File: src/rtl/lut_layer_pipe.sv
// Runtime-programmable layer of NUM_N LUT neurons with one registered valid/ready output stage.
// Define LUT_LAYER_READBACK_EN to add the cfg_re/cfg_rdata/cfg_rvalid table readback port.
module lut_layer_pipe #(
    parameter int unsigned NUM_N  = 4,
    parameter int unsigned ADDR_W = 6,
    parameter int unsigned OUT_W  = 1,
    parameter int unsigned NIDX_W = 2
) (
    input  logic                     clk,
    input  logic                     rst_n,
    input  logic [NUM_N*ADDR_W-1:0]  in_data,
    input  logic                     in_valid,
    output logic                     in_ready,
    output logic [NUM_N*OUT_W-1:0]   out_data,
    output logic                     out_valid,
    input  logic                     out_ready,
    input  logic                     cfg_we,
    input  logic [NIDX_W-1:0]        cfg_nsel,
    input  logic [ADDR_W-1:0]        cfg_addr,
    input  logic [OUT_W-1:0]         cfg_wdata,
`ifdef LUT_LAYER_READBACK_EN
    input  logic                     cfg_re,
    output logic [OUT_W-1:0]         cfg_rdata,
    output logic                     cfg_rvalid,
`endif
    output logic                     cfg_busy
);

    localparam int unsigned DEPTH = 1 << ADDR_W;

    logic [NUM_N-1:0]       wr_en;
    logic [NUM_N*OUT_W-1:0] lut_out;
    logic [NUM_N*OUT_W-1:0] out_data_q;
    logic                   out_valid_q;
    logic                   accept;

`ifdef LUT_LAYER_READBACK_EN
    logic [NUM_N-1:0]       rd_hit;
    logic [NUM_N*OUT_W-1:0] rd_lane;
    logic [OUT_W-1:0]       rd_val;
    logic [OUT_W-1:0]       cfg_rdata_q;
    logic                   cfg_rvalid_q;
`endif

    for (genvar k = 0; k < NUM_N; k++) begin : g_neuron
        logic [DEPTH-1:0][OUT_W-1:0] tbl_q;

        // Extra select bit keeps out-of-range cfg_nsel from aliasing onto a real neuron.
        assign wr_en[k] = cfg_we && ({1'b0, cfg_nsel} == (NIDX_W+1)'(k));

        always_ff @(posedge clk or negedge rst_n) begin
            if (!rst_n) begin
                tbl_q <= '0;
            end else if (wr_en[k]) begin
                tbl_q[cfg_addr] <= cfg_wdata;
            end
        end

        assign lut_out[k*OUT_W +: OUT_W] = tbl_q[in_data[k*ADDR_W +: ADDR_W]];

`ifdef LUT_LAYER_READBACK_EN
        assign rd_hit[k] = {1'b0, cfg_nsel} == (NIDX_W+1)'(k);
        assign rd_lane[k*OUT_W +: OUT_W] = wr_en[k] ? cfg_wdata : tbl_q[cfg_addr];
`endif
    end

    assign in_ready = !out_valid_q || out_ready;
    assign accept   = in_valid && in_ready;

    always_ff @(posedge clk or negedge rst_n) begin
        if (!rst_n) begin
            out_valid_q <= 1'b0;
            out_data_q  <= '0;
        end else if (accept) begin
            out_valid_q <= 1'b1;
            out_data_q  <= lut_out;
        end else if (out_ready) begin
            out_valid_q <= 1'b0;
        end
    end

    assign out_data  = out_data_q;
    assign out_valid = out_valid_q;
    assign cfg_busy  = out_valid_q;

`ifdef LUT_LAYER_READBACK_EN
    always_comb begin
        rd_val = '0;
        for (int unsigned k = 0; k < NUM_N; k++) begin
            if (rd_hit[k]) begin
                rd_val = rd_lane[k*OUT_W +: OUT_W];
            end
        end
    end

    always_ff @(posedge clk or negedge rst_n) begin
        if (!rst_n) begin
            cfg_rvalid_q <= 1'b0;
            cfg_rdata_q  <= '0;
        end else begin
            cfg_rvalid_q <= cfg_re;
            if (cfg_re) begin
                cfg_rdata_q <= rd_val;
            end
        end
    end

    assign cfg_rdata  = cfg_rdata_q;
    assign cfg_rvalid = cfg_rvalid_q;
`endif

endmodule

File: config.mk
export PLATFORM = sky130hd
export DESIGN_NAME = lut_layer_pipe
export DESIGN_NICKNAME = d
export VERILOG_FILES = /design/src/rtl/lut_layer_pipe.sv
export SDC_FILE = /design/constraint.sdc
export NUM_CORES = 1
export LEC_CHECK = 0
export CORE_AREA = 5 5 191 193
export CTS_CLUSTER_DIAMETER = 30
export CTS_CLUSTER_SIZE = 14
export DETAILED_ROUTE_END_ITERATION = 10
export DIE_AREA = 0 0 196 198
export HOLD_SLACK_MARGIN = 0.05
export MAX_ROUTING_LAYER = met4
export PLACE_DENSITY_LB_ADDON = 0.08
export SYNTH_ARGS = -nofsm -noshare
export SYNTH_HDL_FRONTEND = slang
export SYNTH_SLANG_ARGS = --single-unit
File: constraint.sdc
create_clock -name clk -period 2.6 [get_ports clk]
set_input_delay 0.26 -clock clk [delete_from_list [all_inputs] [get_ports clk]]
set_output_delay 0.26 -clock clk [all_outputs]
set_load 0.01 [all_outputs]
==> impl_results.md, run 1 <==
* ANT nets after route at 0
* Static Leakage at around 8.0 nW
* Cell Area, Synth at approximately 14000 µm²
* Largest net degree at the start of global routing at 87
* CP Capture Type: output port
* Clk root buf: clkbuf_16
* Synth Area in Adders at 0%
* Post-synth top area share at between 40% and 50%
* Synth unique cells at 33
* Comb pwr share at between 6 and 7%
* Gr ovfl total at 0
* Max-slew violation count at 0
* Relative slew slack at between 50% and 60%
* Routed len/inst at approximately 23 µm
* First-pass GRT wire length at roughly 60 mm
* Detailed Route WL at roughly 39 mm
* Post-Route Setup TNS at 0 ps
* Most common cell in the netlist: dfrtp_1
* Critical Path Slowest Stage Cell: clkdlybuf4s50_1
* RSZ-0062 raised after global routing: no
* Ports at 45
* Cell area power density at ~840 nW/µm²
* Layout cells sized above 1 at 38.66%
* CTS tree: yes
* Avg Cell Area, Syn at around 12 µm²
* Max Cap Viol at 0
* DIE WIDTH at ~200 µm
* Most used DFF post-synth: dfrtp_1
* Cells after Synth at 1118
* Worst-Skew Late Latency at 550 ps
* Routability-driven placement congestion ratio at ~1.0
* CP Max Fanout at 6
* WHS at around 320 ps
* Synth cell count leaders: 261 x dfrtp_1, 249 x mux2_2, 214 x nor2_1, 123 x nand2_1, 46 x clkbuf_1
* Fin crit share at 77.71%
* Peak VDD IR at roughly 0.57 mV
* Area Growth Syn to Fin at 28.06%
* Largest stage delay, worst path at roughly 550 ps
* Mux contribution to synthesized area at a little over a third
* Row count at 68
* Initial antenna violation count at 1
* Clock slew at reported path FFs at 40 ps
* Switching Share at 21.91%
* CTS Buffer Depth at 3
* # clock sinks at ~260
* Detailed placement HPWL at approximately 26 mm
* Final setup fails at 0
* Switch Pwr at 3.226 mW
* Status: finished, final reports clean
* Overall Power at roughly 15 mW
* Largest family of logic cells by synthesized area: multiplexers
* Resized cells post-CTS at 0
* Vias in the first global route at 9759
* Total track usage at approximately a fifth
* Max Clk Rate at between 400 and 500 MHz
* DIE HEIGHT at between 150 and 200 µm
* XOR/XNOR share of the synthesized area at 0%
* FF+latch count, synth at roughly 260
* Drt pass-1 iters at 5
* Net count after synthesis at ~1.2k
* Nets@finish at ~1.3k
* Residual DRC count at 0
* Reg power frac at between 20% and 30%
* Sequential fraction of the synthesis area at a little under half
* Die area at between 30000 and 40000 µm²
* Ys Warns at 0
* Final Hold Viols at 0
* Worst slew pin tran at 692.9 ps
* TritonCTS buffer count at 75
* Core region area at approximately 34000 µm²
* Worst Hold Class: in -> async
* Crit-path cells: nand2b_1 -> buf_4 -> clkdlybuf4s50_1
* Clock Skew at around 12 ps
* Area contributors post-synth: dfrtp_1 48%, mux2_2 20%, mux4_1 6.1%
* Via count at between 9k and 10k
* Tmin final at between 2000 and 2500 ps
* PortBufs at 44
* Complex-gate fraction of the synthesized area at approximately 1.3%
* 1st-iter DRT viols at slightly below 700
* Clock share of power at between 60% and 70%
* Cell-internal power at ~11 mW
* Dominant cell type by area after synthesis: dfrtp_1
* Simple-gate portion of the synthesized area at between 10 and 15%
* Critical path required time at between 2000 and 2500 ps
* Crit path DAT at approximately 1800 ps
* Initial core utilization at between 30% and 40%
* WS Path Type: reg -> out
* Crit start category: flop
* EDFF count, synth at 0
* Via density per instance at 5.316
* H-Tree Depth at 3
* Async S/R FF share, synth at 100.0%
==> kinds of logic after synthesis <==
group	count (synthesis)
flops	261
simple gates	393
mux	352
compound gates	20
buf+inv	92
==> cells in the final DEF, fill, tap and decap left out, types with 10 or more instances in the layout <==
| master | n |
|---|---|
| clkbuf_8 | 11 |
| buf_4 | 47 |
| clkdlybuf4s50_1 | 42 |
| mux2i_1 | 28 |
| nand2_1 | 123 |
| nor3_1 | 10 |
| clkinv_2 | 17 |
| mux4_2 | 32 |
| mux4_1 | 32 |
| mux2_2 | 249 |
| bufinv_16 | 12 |
| nor2_1 | 214 |
| buf_12 | 18 |
| clkbuf_16 | 76 |
| mux2_1 | 11 |
| dfrtp_1 | 261 |
==> critical path: cells and delay by family (launching register included) <==
family / cells / cell delay, ps
and+or+nand+nor: 1 / 100
DFF: 1 / 380
buffers and inverters: 2 / 740
==> state kept, by name, summed over array words and instances (netlist names) <==
| signal | count |
|---|---|
| g_neuron.tbl_q | 256 |
| cfg_busy | 1 |
| out_data | 4 |
==> through the flow <==
| step | cells | worst slack, ps | utilization (%) | area (µm²) |
|---|---|---|---|---|
| floorplan | 1118 | 970.2 | - | 13690 |
| global placement | 1590 | 180.8 | 43.35 | 14900 |
| detailed placement | 1590 | 141.2 | 43.35 | 14900 |
| CTS | 1725 | 545.5 | 50.98 | 17520 |
| global route | 1726 | 506.8 | 50.99 | 17530 |
| finish | 1726 | 579.4 | 50.99 | 17530 |
==> timing repair <==
action | in CTS | in global routing
hold buffers | 1 | 0
setup buffers | 0 | 0
hold endpoints to repair | 74 | 0
==> final timing paths <==
| kind | from | to | slack (ps) | cells past startpoint |
|---|---|---|---|---|
| max | cfg_busy$_DFFE_PN0P_ | in_ready | 580 | 3 |
| min | rst_n | g_neuron[2].tbl_q[24]$_DFFE_PN0P_ | 320 | 2 |
| max reg2reg | g_neuron[1].tbl_q[18]$_DFFE_PN0P_ | out_data[1]$_DFFE_PN0P_ | 820 | 5 |
| min reg2reg | g_neuron[3].tbl_q[12]$_DFFE_PN0P_ | g_neuron[3].tbl_q[12]$_DFFE_PN0P_ | 490 | 1 |
| max in group asynchronous | rst_n | g_neuron[2].tbl_q[39]$_DFFE_PN0P_ | 1550 | 3 |
| min in group clk | in_data[3] | out_data[0]$_DFFE_PN0P_ | 340 | 2 |
==> routing by layer <==
metal / routed length (µm) / track usage [%] / up-vias / part of all wire (%)
met5: 0 / - / - / 0
met4: 623 / 4.965 / 0 / 1.6
met3: 1760 / 4.288 / 59 / 4.5
met2: 17490 / 31.08 / 188 / 45
met1: 19050 / 30.31 / 4762 / 49
li1: - / - / 4166 / -
==> power by group through the flow <==
stage / combinational (mW) / sequential [mW] / clock (mW)
finish: 0.951 / 4.37 / 9.40
global route: 1.03 / 4.39 / 9.86
CTS: 0.967 / 4.37 / 9.57
detailed placement: 0.962 / 4.43 / 0
global placement: 0.956 / 4.43 / 0
floorplan: 0.574 / 4.39 / 0
==> area by class of cell <==
cell class	count	area, µm²
timing repair buffer	110	1170
antenna	1	2.502
tap	455	569.3
sequential	261	6531
fill	3062	16850
clock inverter	39	530.5
clock buffer	95	2083
multi-input combinational	765	6640
Power figures use the tool's default switching activity.
==> inputs of run 2 (changes only) <==
==> constraint.sdc (replaced) <==
create_clock -name clk -period 2.1 [get_ports clk]
set_input_delay 0.21 -clock clk [delete_from_list [all_inputs] [get_ports clk]]
set_output_delay 0.21 -clock clk [all_outputs]
set_load 0.01 [all_outputs]
==> impl_results.md, run 2 (synthesized netlist as in run 1, its figures left out) <==
* Commonest non-fill, non-tap cell in the layout: dfrtp_1 (unchanged)
* CP Max Fanout at 3 (was 6)
* Clk root buf: clkbuf_16 (unchanged)
* Number of flip-flops in the largest register at 256 (unchanged)
* Final Hold Viols at 0 (unchanged)
* Crit path launch: cfg_busy$_DFFE_PN0P_ (unchanged)
* Detailed Route WL at 38.92 mm (about the same)
* Area Growth Syn to Fin at 30.66% (was 28.06%)
* Crit-path cells: nand2b_1 -> clkdlybuf4s50_1 (was nand2b_1 -> buf_4 -> clkdlybuf4s50_1)
* Most frequent cells in the layout: 261 x dfrtp_1, 249 x mux2_2, 214 x nor2_1 (unchanged)
* 1st-iter DRT viols at 567 (was 692)
* Relative slew slack at 55.02% (was 53.81%)
* Crit start category: flop (unchanged)
* WS Path Type: reg -> out (unchanged)
* Via count at 9397 (was 9175)
* Nets@finish at 1295 (was 1251)
* DIE HEIGHT at 198 µm (unchanged)
* Core region area at 34370 µm² (unchanged)
* Resized cells post-CTS at 0 (unchanged)
* First-pass GRT wire length at 61.02 mm (was 60.90 mm)
* Worst R2R Setup Slack at 390 ps (was 820 ps)
* Status: finished, final reports clean (unchanged)
* Post-route core utilization at 52.03% (was 50.99%)
* Initial antenna violation count at 0 (was 1)
* R2r worst-path depth at 5 (unchanged)
* Routability-driven placement congestion ratio at 0.8813 (was 1.014)
* ANT nets after route at 0 (unchanged)
* TritonCTS buffer count at 74 (was 75)
* Post-route cell area at 17880 µm² (was 17530 µm²)
* Drt pass-1 iters at 5 (unchanged)
* PortBufs at 44 (unchanged)
* H-Tree Depth at 3 (unchanged)
* Static Leakage at 8.290 nW (was 8.048 nW)
* Post-CTS setup buffers at 0 (unchanged)
* Ports at 45 (unchanged)
* Layout cells sized above 1 at 40.72% (was 38.66%)
* CTS tree: yes (unchanged)
* Row count at 68 (unchanged)
* Clock Skew at 23.05 ps (was 12.50 ps)
* Final setup fails at 0 (unchanged)
* DIE WIDTH at 196 µm (unchanged)
* Worst slew pin tran at 673.1 ps (was 692.9 ps)
* Hold Buf Count CTS at 1 (unchanged)
* Worst-Skew Late Latency at 560 ps (was 550 ps)
* RSZ-0062 raised after global routing: no (unchanged)
* Largest stage delay, worst path at 550 ps (about the same)
* Post-Layout Cell Count at 1769 (was 1726)
* CTS Buffer Depth at 3 (unchanged)
* Max Clk Rate at between 500 and 600 MHz
* Post-DP Area at 15290 µm² (was 14900 µm²)
* ANT cells at 0 (was 1)
* Via density per instance at 5.312 (was 5.316)
* Total track usage at 21.09% (was 21.11%)
* Die area at 38810 µm² (unchanged)
* Max Cap Viol at 0 (unchanged)
* Detailed placement HPWL at 27.08 mm (was 26.11 mm)
* Max-slew violation count at 0 (unchanged)
* Largest net degree at the start of global routing at 103 (was 87)
* Placed Cells incl. Taps at 1635 (was 1590)
* Fin crit share at ~87%
* CP endpoint: in_ready (unchanged)
* Buf+Inv Stages, Crit Path at 1 (was 2)
* # clock sinks at 261 (unchanged)
* Vias in the first global route at 9905 (was 9759)
* Routed len/inst at 22.00 µm (was 22.55 µm)
* RR Startpoint: g_neuron[3].tbl_q[49]$_DFFE_PN0P_ (was g_neuron[1].tbl_q[18]$_DFFE_PN0P_)
* Crit path max-delay family: buffers and inverters (unchanged)
* Critical Path Slowest Stage Cell: clkdlybuf4s50_1 (unchanged)
* Crit path depth at 2 (was 3)
* Crit path DAT at 1610 ps (was 1760 ps)
* Largest register by flop count: g_neuron.tbl_q (unchanged)
* Initial core utilization at 39.82% (unchanged)
* Tmin final at 1823 ps
* Residual DRC count at 0 (unchanged)
* Critical path required time at 1890 ps (was 2340 ps)
* Fill count at 3031 (was 3062)
* Gr ovfl total at 0 (unchanged)
* Worst Hold Class: in -> async (unchanged)
* Cell area power density at 1014 nW/µm² (was 840.1 nW/µm²)
* Peak VDD IR at 0.5617 mV (was 0.5742 mV)
* RR Endpoint: out_data[3]$_DFFE_PN0P_ (was out_data[1]$_DFFE_PN0P_)
* CP Capture Type: output port (unchanged)
* Clock slew at reported path FFs at 50 ps (was 40 ps)
-- run 2: through the flow --
stage | setup TNS [ps] | worst slack [ps] | power [mW] | hold slack (ps)
2_1_floorplan | 0 | 520.2 | 6.146 | -85.59
3_3_place_gp | -6666 | -242.9 | 6.717 | 125.1
3_5_place_dp | -9450 | -222.5 | 6.731 | 126.5
4_1_cts | 0 | 243.5 | 18.35 | 118.3
5_1_grt | 0 | 193.0 | 18.77 | 161.5
6_report | 0 | 276.8 | 18.13 | 135.7
-- run 2: worst min-delay path by stage --
stage               startpoint                                end  slack [ps]  cells past startpoint
floorplan                rst_n               cfg_busy$_DFFE_PN0P_         -90                      0
CTS                      rst_n  g_neuron[2].tbl_q[57]$_DFFE_PN0P_         120                      2
global placement         rst_n  g_neuron[1].tbl_q[60]$_DFFE_PN0P_         130                      1
detailed placement       rst_n  g_neuron[1].tbl_q[44]$_DFFE_PN0P_         130                      1
finish                   rst_n  g_neuron[1].tbl_q[60]$_DFFE_PN0P_         140                      2
global route             rst_n  g_neuron[1].tbl_q[44]$_DFFE_PN0P_         160                      2
-- run 2: routing by layer --
metal | vias to the layer above | wire (µm) | track usage, %
met3 | 63 | 1802 | 4.067
met4 | 0 | 811 | 5.767
met2 | 212 | 16920 | 30.06
met5 | - | 0 | -
li1 | 4283 | - | -
met1 | 4839 | 19390 | 30.95
-- run 2: final cells by class --
type	instances	area, µm²	share of cell area (%)
flip-flops and latches	261	6531	36.52
well taps	455	569.3	3.183
clock buffers	95	2095	11.71
clock inverters	38	490.5	2.743
repair buffers	155	1558	8.711
multi-input cells	765	6640	37.13
-- run 2: worst register-to-register path, stage by stage (launching register included) --
cell and delay, ps:
dfrtp_1 390, mux4_1 510, mux2i_1 240, nor3b_1 80, a211oi_1 220, o32ai_1 100
-- run 2: power by group --
group | switching [mW] | total (mW) | internal (mW) | leakage (nW)
logic | 0.618 | 1.23 | 0.616 | 3.42
registers | 0.129 | 5.42 | 5.29 | 3.59
clock network | 3.36 | 11.5 | 8.11 | 1.27
total | 4.11 | 18.1 | 14.0 | 8.29
